<file path="config.mk">
export PLATFORM = sky130hd
export DESIGN_NAME = acc_exec_stage
export DESIGN_NICKNAME = d
export VERILOG_FILES = /design/src/rtl/acc_pkg.sv /design/src/rtl/acc_rstack.sv /design/src/rtl/acc_exec_stage.sv
export SDC_FILE = /design/constraint.sdc
export NUM_CORES = 1
export LEC_CHECK = 0
export ABC_CLOCK_PERIOD_IN_PS = 8100
export CAP_MARGIN = 20
export CELL_PAD_IN_SITES_DETAIL_PLACEMENT = 2
export CELL_PAD_IN_SITES_GLOBAL_PLACEMENT = 2
export CORE_MARGIN = 10
export CORE_UTILIZATION = 40
export DETAILED_ROUTE_END_ITERATION = 12
export PLACE_DENSITY_LB_ADDON = 0.1
export SLEW_MARGIN = 15
export SYNTH_ARGS = -nofsm -noshare
export SYNTH_HDL_FRONTEND = slang
export SYNTH_SLANG_ARGS = --single-unit
</file>
<file path="constraint.sdc">
create_clock -name clk -period 8.1 [get_ports clk]
set_clock_uncertainty 0.2 [all_clocks]
set_input_delay 1.62 -clock clk [delete_from_list [all_inputs] [get_ports clk]]
set_output_delay 1.62 -clock clk [all_outputs]
set_load 0.03 [all_outputs]
</file>
<file path="src/rtl/acc_pkg.sv">
// ----------------------------------------------------------------------------
// acc_pkg
// Shared constants for the accumulator execute stage:
//   - default width constants
//   - 5-bit opcode encodings (OP_NOP .. OP_MUL)
//   - execute-stage FSM state type
// No ports (package).
// ----------------------------------------------------------------------------
package acc_pkg;

  localparam int DATA_W_DEF       = 8;
  localparam int PC_W_DEF         = 8;
  localparam int RSTACK_DEPTH_DEF = 4;

  localparam logic [4:0] OP_NOP  = 5'b00000;
  localparam logic [4:0] OP_LDA  = 5'b00001;
  localparam logic [4:0] OP_ADD  = 5'b00010;
  localparam logic [4:0] OP_SUB  = 5'b00011;
  localparam logic [4:0] OP_AND  = 5'b00100;
  localparam logic [4:0] OP_OR   = 5'b00101;
  localparam logic [4:0] OP_XOR  = 5'b00110;
  localparam logic [4:0] OP_NOT  = 5'b00111;
  localparam logic [4:0] OP_SHL  = 5'b01000;
  localparam logic [4:0] OP_SHR  = 5'b01001;
  localparam logic [4:0] OP_JMP  = 5'b01010;
  localparam logic [4:0] OP_JZ   = 5'b01011;
  localparam logic [4:0] OP_JC   = 5'b01100;
  localparam logic [4:0] OP_RETI = 5'b01101;
  localparam logic [4:0] OP_EI   = 5'b01110;
  localparam logic [4:0] OP_DI   = 5'b01111;
  localparam logic [4:0] OP_HALT = 5'b10000;
  localparam logic [4:0] OP_MUL  = 5'b10001;

  typedef enum logic [1:0] {
    ST_IDLE = 2'd0,
    ST_EXEC = 2'd1,
    ST_DONE = 2'd2,
    ST_HALT = 2'd3
  } state_t;

endpackage

</file>
<file path="src/rtl/acc_rstack.sv">
// ----------------------------------------------------------------------------
// acc_rstack
// Return-address LIFO, PC_W bits x DEPTH entries.
// Ports:
//   clk, reset      clock, async active-high reset
//   push, pop       stack operations; both together = pop then push
//   din             value pushed
//   dout            current top of stack (0 when empty)
//   full, empty     occupancy status
// Pops on an empty stack and pushes on a full stack (without a pop) are
// ignored.
// ----------------------------------------------------------------------------
module acc_rstack #(
  parameter int PC_W  = 8,
  parameter int DEPTH = 4
) (
  input  logic            clk,
  input  logic            reset,
  input  logic            push,
  input  logic            pop,
  input  logic [PC_W-1:0] din,
  output logic [PC_W-1:0] dout,
  output logic            full,
  output logic            empty
);

  localparam int PTR_W = $clog2(DEPTH + 1);
  localparam int IDX_W = (DEPTH > 1) ? $clog2(DEPTH) : 1;

  logic [PC_W-1:0]  mem_q [DEPTH];
  logic [PC_W-1:0]  mem_d [DEPTH];
  logic [PTR_W-1:0] sp_q, sp_d;
  logic [IDX_W-1:0] top_idx, wr_idx;
  logic             do_pop, do_push;

  assign empty   = (sp_q == '0);
  assign full    = (sp_q == PTR_W'(DEPTH));
  assign top_idx = IDX_W'(sp_q - PTR_W'(1));
  assign dout    = empty ? '0 : mem_q[top_idx];

  always_comb begin
    do_pop  = pop && !empty;
    // a simultaneous pop frees the slot the push needs
    do_push = push && (!full || do_pop);
    wr_idx  = do_pop ? top_idx : IDX_W'(sp_q);
    mem_d   = mem_q;
    if (do_push) mem_d[wr_idx] = din;
    sp_d = sp_q;
    if (do_pop && !do_push)      sp_d = sp_q - PTR_W'(1);
    else if (do_push && !do_pop) sp_d = sp_q + PTR_W'(1);
  end

  always_ff @(posedge clk or posedge reset) begin
    if (reset) begin
      sp_q <= '0;
      for (int i = 0; i < DEPTH; i++) mem_q[i] <= '0;
    end else begin
      sp_q  <= sp_d;
      mem_q <= mem_d;
    end
  end

endmodule

</file>
<file path="src/rtl/acc_exec_stage.sv">
// ----------------------------------------------------------------------------
// acc_exec_stage
// Execute stage of the accumulator processor. Takes one decoded instruction
// per valid/ready handshake, executes it on the accumulator, updates C/Z/V,
// and returns next_pc with a one-cycle done pulse. Supports nested
// interrupts through a return-address stack, an interrupt enable and HALT.
// Optional feature macro: ACC_EXEC_MUL_EN (opcode 10001 = MUL; otherwise NOP).
// Ports:
//   clk, reset                 clock, async active-high reset
//   in_valid / in_ready        instruction handshake
//   in_opcode, in_operand      decoded instruction, resolved operand
//   in_pc                      PC of the instruction
//   irq                        level-sensitive interrupt request
//   acc_out                    accumulator
//   cout_out, zero_out, ovf_out flags
//   next_pc, done              next PC, valid during the done pulse
//   halted                     core is in HALT
//   rstack_err                 sticky: RETI with empty stack
//
// state | meaning
// IDLE  | ready; latch instruction on in_valid
// EXEC  | compute and register results, handle interrupt entry
// DONE  | done=1 for one cycle, next_pc valid
// HALT  | stopped; leave on irq with IE=1 and stack space
// ----------------------------------------------------------------------------
module acc_exec_stage
  import acc_pkg::*;
#(
  parameter int              DATA_W       = DATA_W_DEF,
  parameter int              PC_W         = PC_W_DEF,
  parameter int              RSTACK_DEPTH = RSTACK_DEPTH_DEF,
  parameter logic [PC_W-1:0] IRQ_VECTOR   = 'hF0
) (
  input  logic              clk,
  input  logic              reset,
  input  logic              in_valid,
  output logic              in_ready,
  input  logic [4:0]        in_opcode,
  input  logic [DATA_W-1:0] in_operand,
  input  logic [PC_W-1:0]   in_pc,
  input  logic              irq,
  output logic [DATA_W-1:0] acc_out,
  output logic              cout_out,
  output logic              zero_out,
  output logic              ovf_out,
  output logic [PC_W-1:0]   next_pc,
  output logic              done,
  output logic              halted,
  output logic              rstack_err
);

  localparam int MSB = DATA_W - 1;

  state_t            state_q, state_d;
  logic [4:0]        op_q, op_d;
  logic [DATA_W-1:0] operand_q, operand_d;
  logic [PC_W-1:0]   pc_q, pc_d;
  logic [DATA_W-1:0] acc_q, acc_d;
  logic              c_q, c_d, z_q, z_d, v_q, v_d;
  logic [PC_W-1:0]   next_pc_q, next_pc_d;
  logic              ie_q, ie_d;
  logic              rstack_err_q, rstack_err_d;

  logic              rs_push, rs_pop, rs_full, rs_empty;
  logic [PC_W-1:0]   rs_din, rs_dout;

  logic [PC_W-1:0]   pc_inc, npc;
  logic              ie_n, alu_wr;
  logic [DATA_W-1:0] alu_res, diff;
  logic [DATA_W:0]   sum;
`ifdef ACC_EXEC_MUL_EN
  logic [2*DATA_W-1:0] prod;
`endif

  acc_rstack #(.PC_W(PC_W), .DEPTH(RSTACK_DEPTH)) u_rstack (
    .clk   (clk),
    .reset (reset),
    .push  (rs_push),
    .pop   (rs_pop),
    .din   (rs_din),
    .dout  (rs_dout),
    .full  (rs_full),
    .empty (rs_empty)
  );

  assign pc_inc = pc_q + PC_W'(1);

  always_comb begin
    state_d      = state_q;
    op_d         = op_q;
    operand_d    = operand_q;
    pc_d         = pc_q;
    acc_d        = acc_q;
    c_d          = c_q;
    z_d          = z_q;
    v_d          = v_q;
    next_pc_d    = next_pc_q;
    ie_d         = ie_q;
    rstack_err_d = rstack_err_q;
    rs_push      = 1'b0;
    rs_pop       = 1'b0;
    rs_din       = pc_inc;
    npc          = pc_inc;
    ie_n         = ie_q;
    alu_wr       = 1'b0;
    alu_res      = acc_q;
    sum          = {1'b0, acc_q} + {1'b0, operand_q};
    diff         = acc_q - operand_q;
`ifdef ACC_EXEC_MUL_EN
    prod         = (2*DATA_W)'(acc_q) * (2*DATA_W)'(operand_q);
`endif

    case (state_q)
      ST_IDLE: begin
        if (in_valid) begin
          op_d      = in_opcode;
          operand_d = in_operand;
          pc_d      = in_pc;
          state_d   = ST_EXEC;
        end
      end

      ST_EXEC: begin
        state_d = (op_q == OP_HALT) ? ST_HALT : ST_DONE;
        case (op_q)
          OP_LDA:  begin alu_wr = 1'b1; alu_res = operand_q; end
          OP_ADD: begin
            alu_wr  = 1'b1;
            alu_res = sum[MSB:0];
            c_d     = sum[DATA_W];
            v_d     = (acc_q[MSB] == operand_q[MSB]) && (sum[MSB] != acc_q[MSB]);
          end
          OP_SUB: begin
            alu_wr  = 1'b1;
            alu_res = diff;
            c_d     = (acc_q < operand_q);
            v_d     = (acc_q[MSB] != operand_q[MSB]) && (diff[MSB] != acc_q[MSB]);
          end
          OP_AND:  begin alu_wr = 1'b1; alu_res = acc_q & operand_q; v_d = 1'b0; end
          OP_OR:   begin alu_wr = 1'b1; alu_res = acc_q | operand_q; v_d = 1'b0; end
          OP_XOR:  begin alu_wr = 1'b1; alu_res = acc_q ^ operand_q; v_d = 1'b0; end
          OP_NOT:  begin alu_wr = 1'b1; alu_res = ~acc_q;            v_d = 1'b0; end
          OP_SHL:  begin alu_wr = 1'b1; alu_res = acc_q << 1; c_d = acc_q[MSB]; v_d = 1'b0; end
          OP_SHR:  begin alu_wr = 1'b1; alu_res = acc_q >> 1; c_d = acc_q[0];   v_d = 1'b0; end
          OP_JMP:  npc = PC_W'(operand_q);
          OP_JZ:   if (z_q) npc = PC_W'(operand_q);
          OP_JC:   if (c_q) npc = PC_W'(operand_q);
          OP_RETI: begin
            ie_n = 1'b1;
            if (!rs_empty) begin
              rs_pop = 1'b1;
              npc    = rs_dout;
            end else begin
              rstack_err_d = 1'b1;
            end
          end
          OP_EI:   ie_n = 1'b1;
          OP_DI:   ie_n = 1'b0;
`ifdef ACC_EXEC_MUL_EN
          OP_MUL: begin
            alu_wr  = 1'b1;
            alu_res = prod[DATA_W-1:0];
            c_d     = |prod[2*DATA_W-1:DATA_W];
            v_d     = 1'b0;
          end
`endif
          default: ;
        endcase
        if (alu_wr) begin
          acc_d = alu_res;
          z_d   = (alu_res == '0);
        end
        // Interrupt entry uses the IE value the instruction leaves behind, so
        // RETI can re-enter at once (its pop frees the slot for the push) and
        // DI blocks the irq in its own cycle.
        if (op_q != OP_HALT && irq && ie_n && (!rs_full || rs_pop)) begin
          rs_push = 1'b1;
          rs_din  = npc;
          npc     = IRQ_VECTOR;
          ie_n    = 1'b0;
        end
        next_pc_d = npc;
        ie_d      = ie_n;
      end

      ST_DONE: state_d = ST_IDLE;

      ST_HALT: begin
        if (irq && ie_q && !rs_full) begin
          rs_push   = 1'b1;
          rs_din    = pc_inc;
          next_pc_d = IRQ_VECTOR;
          ie_d      = 1'b0;
          state_d   = ST_DONE;
        end
      end

      default: state_d = ST_IDLE;
    endcase
  end

  always_ff @(posedge clk or posedge reset) begin
    if (reset) begin
      state_q      <= ST_IDLE;
      op_q         <= OP_NOP;
      operand_q    <= '0;
      pc_q         <= '0;
      acc_q        <= '0;
      c_q          <= 1'b0;
      z_q          <= 1'b0;
      v_q          <= 1'b0;
      next_pc_q    <= '0;
      ie_q         <= 1'b1;
      rstack_err_q <= 1'b0;
    end else begin
      state_q      <= state_d;
      op_q         <= op_d;
      operand_q    <= operand_d;
      pc_q         <= pc_d;
      acc_q        <= acc_d;
      c_q          <= c_d;
      z_q          <= z_d;
      v_q          <= v_d;
      next_pc_q    <= next_pc_d;
      ie_q         <= ie_d;
      rstack_err_q <= rstack_err_d;
    end
  end

  assign in_ready   = (state_q == ST_IDLE);
  assign done       = (state_q == ST_DONE);
  assign halted     = (state_q == ST_HALT);
  assign acc_out    = acc_q;
  assign cout_out   = c_q;
  assign zero_out   = z_q;
  assign ovf_out    = v_q;
  assign next_pc    = next_pc_q;
  assign rstack_err = rstack_err_q;

endmodule
</file>
==> flow_metrics.env <==
export IMPL_outcome="finished, final reports clean"
export IMPL_synth_edf_count=0
export IMPL_grt_pass1_vias=4806
export IMPL_crit_arrival_ns=3.64
export IMPL_worstPathMaxFanout=8
export IMPL_clock_latency_ns=0.35
export IMPL_via_per_inst=5.85
export IMPL_wl_per_cell_um=23.6
export IMPL_ir_drop_uv=203
export IMPL_synth_avg_cell_area_um2=10.1
export IMPL_grt_pass1_wl_um=27300
export IMPL_layout_nets=609
export IMPL_rsz0062_at_grt="no"
export IMPL_reg2reg_to="u_rstack.mem_q[25]$_DFFE_PP0P_"
export IMPL_powerDensity_nw_per_um2=447
export IMPL_io_pins=48
export IMPL_syn_nets=566
export IMPL_num_antenna_cells=0
export IMPL_holdCritPathClass="reg2reg"
export IMPL_post_cts_buffers=0
export IMPL_pre_cts_ws_ns=4.09
export IMPL_coreArea_um2=12600
export IMPL_nFillCells=1340
export IMPL_multiInputGateArea_um2=2960
export IMPL_die_h_um=133
export IMPL_path_class="in2reg"
export IMPL_worst_r2r_setup_slack_ns=4.54
export IMPL_async_flop_share_pct=100
export IMPL_cp_start_kind="input pin"
export IMPL_drive_gt1_share_pct=16.3
export IMPL_drt_total_wl_um=17200
export IMPL_fmax_ghz=0.278
export IMPL_muxShareOfSynthArea_pct=15.2
export IMPL_seqCellArea_um2=1980
export IMPL_fin_util_pct=48.6
export IMPL_period_share_pct=44.5
export IMPL_maxSlewViolCount=0
export IMPL_firstDrtPassIters=4
export IMPL_grt_antenna_before_repair=1
export IMPL_cts_sinks=79
export IMPL_ys_seq_area_share_pct=38.5
export IMPL_hold_buffers=0
export IMPL_hold_end="rstack_err$_DFFE_PP0P_"
export IMPL_regToRegStartpoint="u_rstack.sp_q[0]$_DFFE_PP0P_"
export IMPL_area_growth_pct=19.2
export IMPL_drv_cap=0
export IMPL_clk_path_buf_depth=2
export IMPL_relSlewSlack_pct=37.8
export IMPL_synth_xor_area_share_pct=2.41
export IMPL_cts_htree_levels=3
export IMPL_design_area_um2=6130
export IMPL_root_buffer="clkbuf_16"
export IMPL_grt_usage_pct=19.5
export IMPL_totalPowerFinal_w=0.00274
export IMPL_dieArea_um2=17800
export IMPL_p_leak_nw=2.68
export IMPL_ys_ff_latch=79
export IMPL_dpl_cell_area_um2=5780
export IMPL_syn_inst=510
export IMPL_cts_made_buffers=9
export IMPL_rows=41
export IMPL_netlist_area_um2=5140
export IMPL_critPathMaxStageDelay_ns=0.51
export IMPL_clkSlewWorstSetupHoldPaths_ns=0.07
export IMPL_drtIter0Drc=253
export IMPL_synthAdderAreaFrac_pct=7.84
export IMPL_reg2reg_depth=7
export IMPL_dp_hpwl_um=12600
export IMPL_fin_ws_ns=4.50
export IMPL_final_common_cell="dfrtp_1"
export IMPL_min_delay_start="rstack_err$_DFFE_PP0P_"
export IMPL_synthSimpleGateAreaFrac_pct=14.7
export IMPL_crit_required_ns=8.14
export IMPL_grt_max_degree=80
export IMPL_start_util_pct=40.7
export IMPL_endpoint_kind="register"
export IMPL_worst_pin_slew_ns=0.923
export IMPL_cp_slowest_cell="clkdlybuf4s50_1"
export IMPL_hold_path_cell_count=1
export IMPL_synth_compound_area_share_pct=17.3
export IMPL_overflow=0
export IMPL_mostFrequentLayoutCells="dfrtp_1 (78), clkdlybuf4s50_1 (47), mux2_2 (46)"
export IMPL_drc_errors=0
export IMPL_antenna_left=0
export IMPL_synth_top_family_by_area="compound AO/OA/AOI/OAI gates"
export IMPL_die_w_um=133
export IMPL_setup_violations=0
export IMPL_num_vias=4271
export IMPL_cts_tree="done"
export IMPL_placement_io_buffers=47
export IMPL_ctsResizeCount=0
export IMPL_period_needed_ns=3.60
export IMPL_ys_types=65
export IMPL_worstPathCellList="clkdlybuf4s50_1 -> o211ai_1 -> o22ai_1 -> inv_1 -> nor3_4 -> mux2_2"
export IMPL_synthFlopType="dfrtp_1"
export IMPL_routabilityCongestion=0.843
export IMPL_hold_viol=0
export IMPL_fin_setup_tns_ns=0
export IMPL_synth_warnings=0
## synth_stat cells (8+ instances only)
| cell | count | area share, % |
|---|---|---|
| o21ai_0 | 27 | 2.6 |
| nand2_1 | 45 | 3.3 |
| ha_1 | 29 | 7.1 |
| nor3_1 | 15 | 1.5 |
| mux4_2 | 8 | 3.5 |
| clkbuf_1 | 14 | 1.0 |
| xor2_1 | 8 | 1.4 |
| nor2_1 | 36 | 2.6 |
| mux2_2 | 46 | 10 |
| inv_1 | 32 | 2.3 |
| nand3_1 | 10 | 0.97 |
| dfrtp_1 | 78 | 38 |
| a21oi_1 | 13 | 1.3 |
## where the power goes
| part | internal [W] | switching (W) |
|---|---|---|
| Clock | 0.000273 | 0.000181 |
| Sequential | 0.000550 | 0.000253 |
| Combinational | 0.000598 | 0.000881 |
## state kept, by name, summed over array words and instances, names as in the netlist, 2 cells and up
| signal | cells |
|---|---|
| next_pc | 8 |
| operand_q | 8 |
| op_q | 5 |
| acc_out | 8 |
| pc_q | 8 |
| u_rstack.sp_q | 3 |
| u_rstack.mem_q | 32 |
| state_q | 2 |
## cell families after synthesis
logic type	Yosys count
compound gates	124
xor+xnor	12
fa+ha+maj	31
buf+inv	53
flops	79
mux	62
simple gates	149
## critical path: cells and delay by family
kind,cells,cell delay (ns)
compound gates,2,0.49
buf+inv,2,0.70
mux,1,0.40
simple gates,1,0.43
## worst max path at each step
stage | start | to | slack (ns) | cells past startpoint
after floorplan | reset | acc_out[0]$_DFFE_PP0P_ | 4.26 | 1
after global placement | irq | u_rstack.mem_q[23]$_DFFE_PP0P_ | 4.21 | 6
after detailed placement | irq | u_rstack.mem_q[18]$_DFFE_PP0P_ | 4.09 | 6
after CTS | irq | u_rstack.mem_q[22]$_DFFE_PP0P_ | 4.43 | 6
after global routing | u_rstack.sp_q[0]$_DFFE_PP0P_ | u_rstack.mem_q[16]$_DFFE_PP0P_ | 4.27 | 9
final | irq | u_rstack.mem_q[18]$_DFFE_PP0P_ | 4.50 | 6
## per-layer routing
metal  global-route usage [%]  part of all wire (%)  vias to the layer above
met5                        0                 0.070                        -
met1                     21.7                    41                     2211
met4                     7.62                   2.4                        2
met2                     36.0                    54                       75
li1                         -                     -                     1951
met3                     3.16                   3.2                       32
## layout make-up
| class | count | area share (%) |
|---|---|---|
| clock buffer | 10 | 3.74 |
| clock inverter | 6 | 1.53 |
| inverter | 32 | 1.98 |
| multi-input combinational | 378 | 48.3 |
| sequential | 79 | 32.3 |
| tap | 172 | 3.51 |
| timing repair buffer | 53 | 8.70 |
## metrics by stage
step                      hold slack, ns  instances
after global placement             0.266        712
after global routing               0.310        730
final                              0.289        730
after detailed placement           0.276        713
after CTS                          0.293        729
after floorplan                    0.252        510
(Power assumes the default switching activity.)
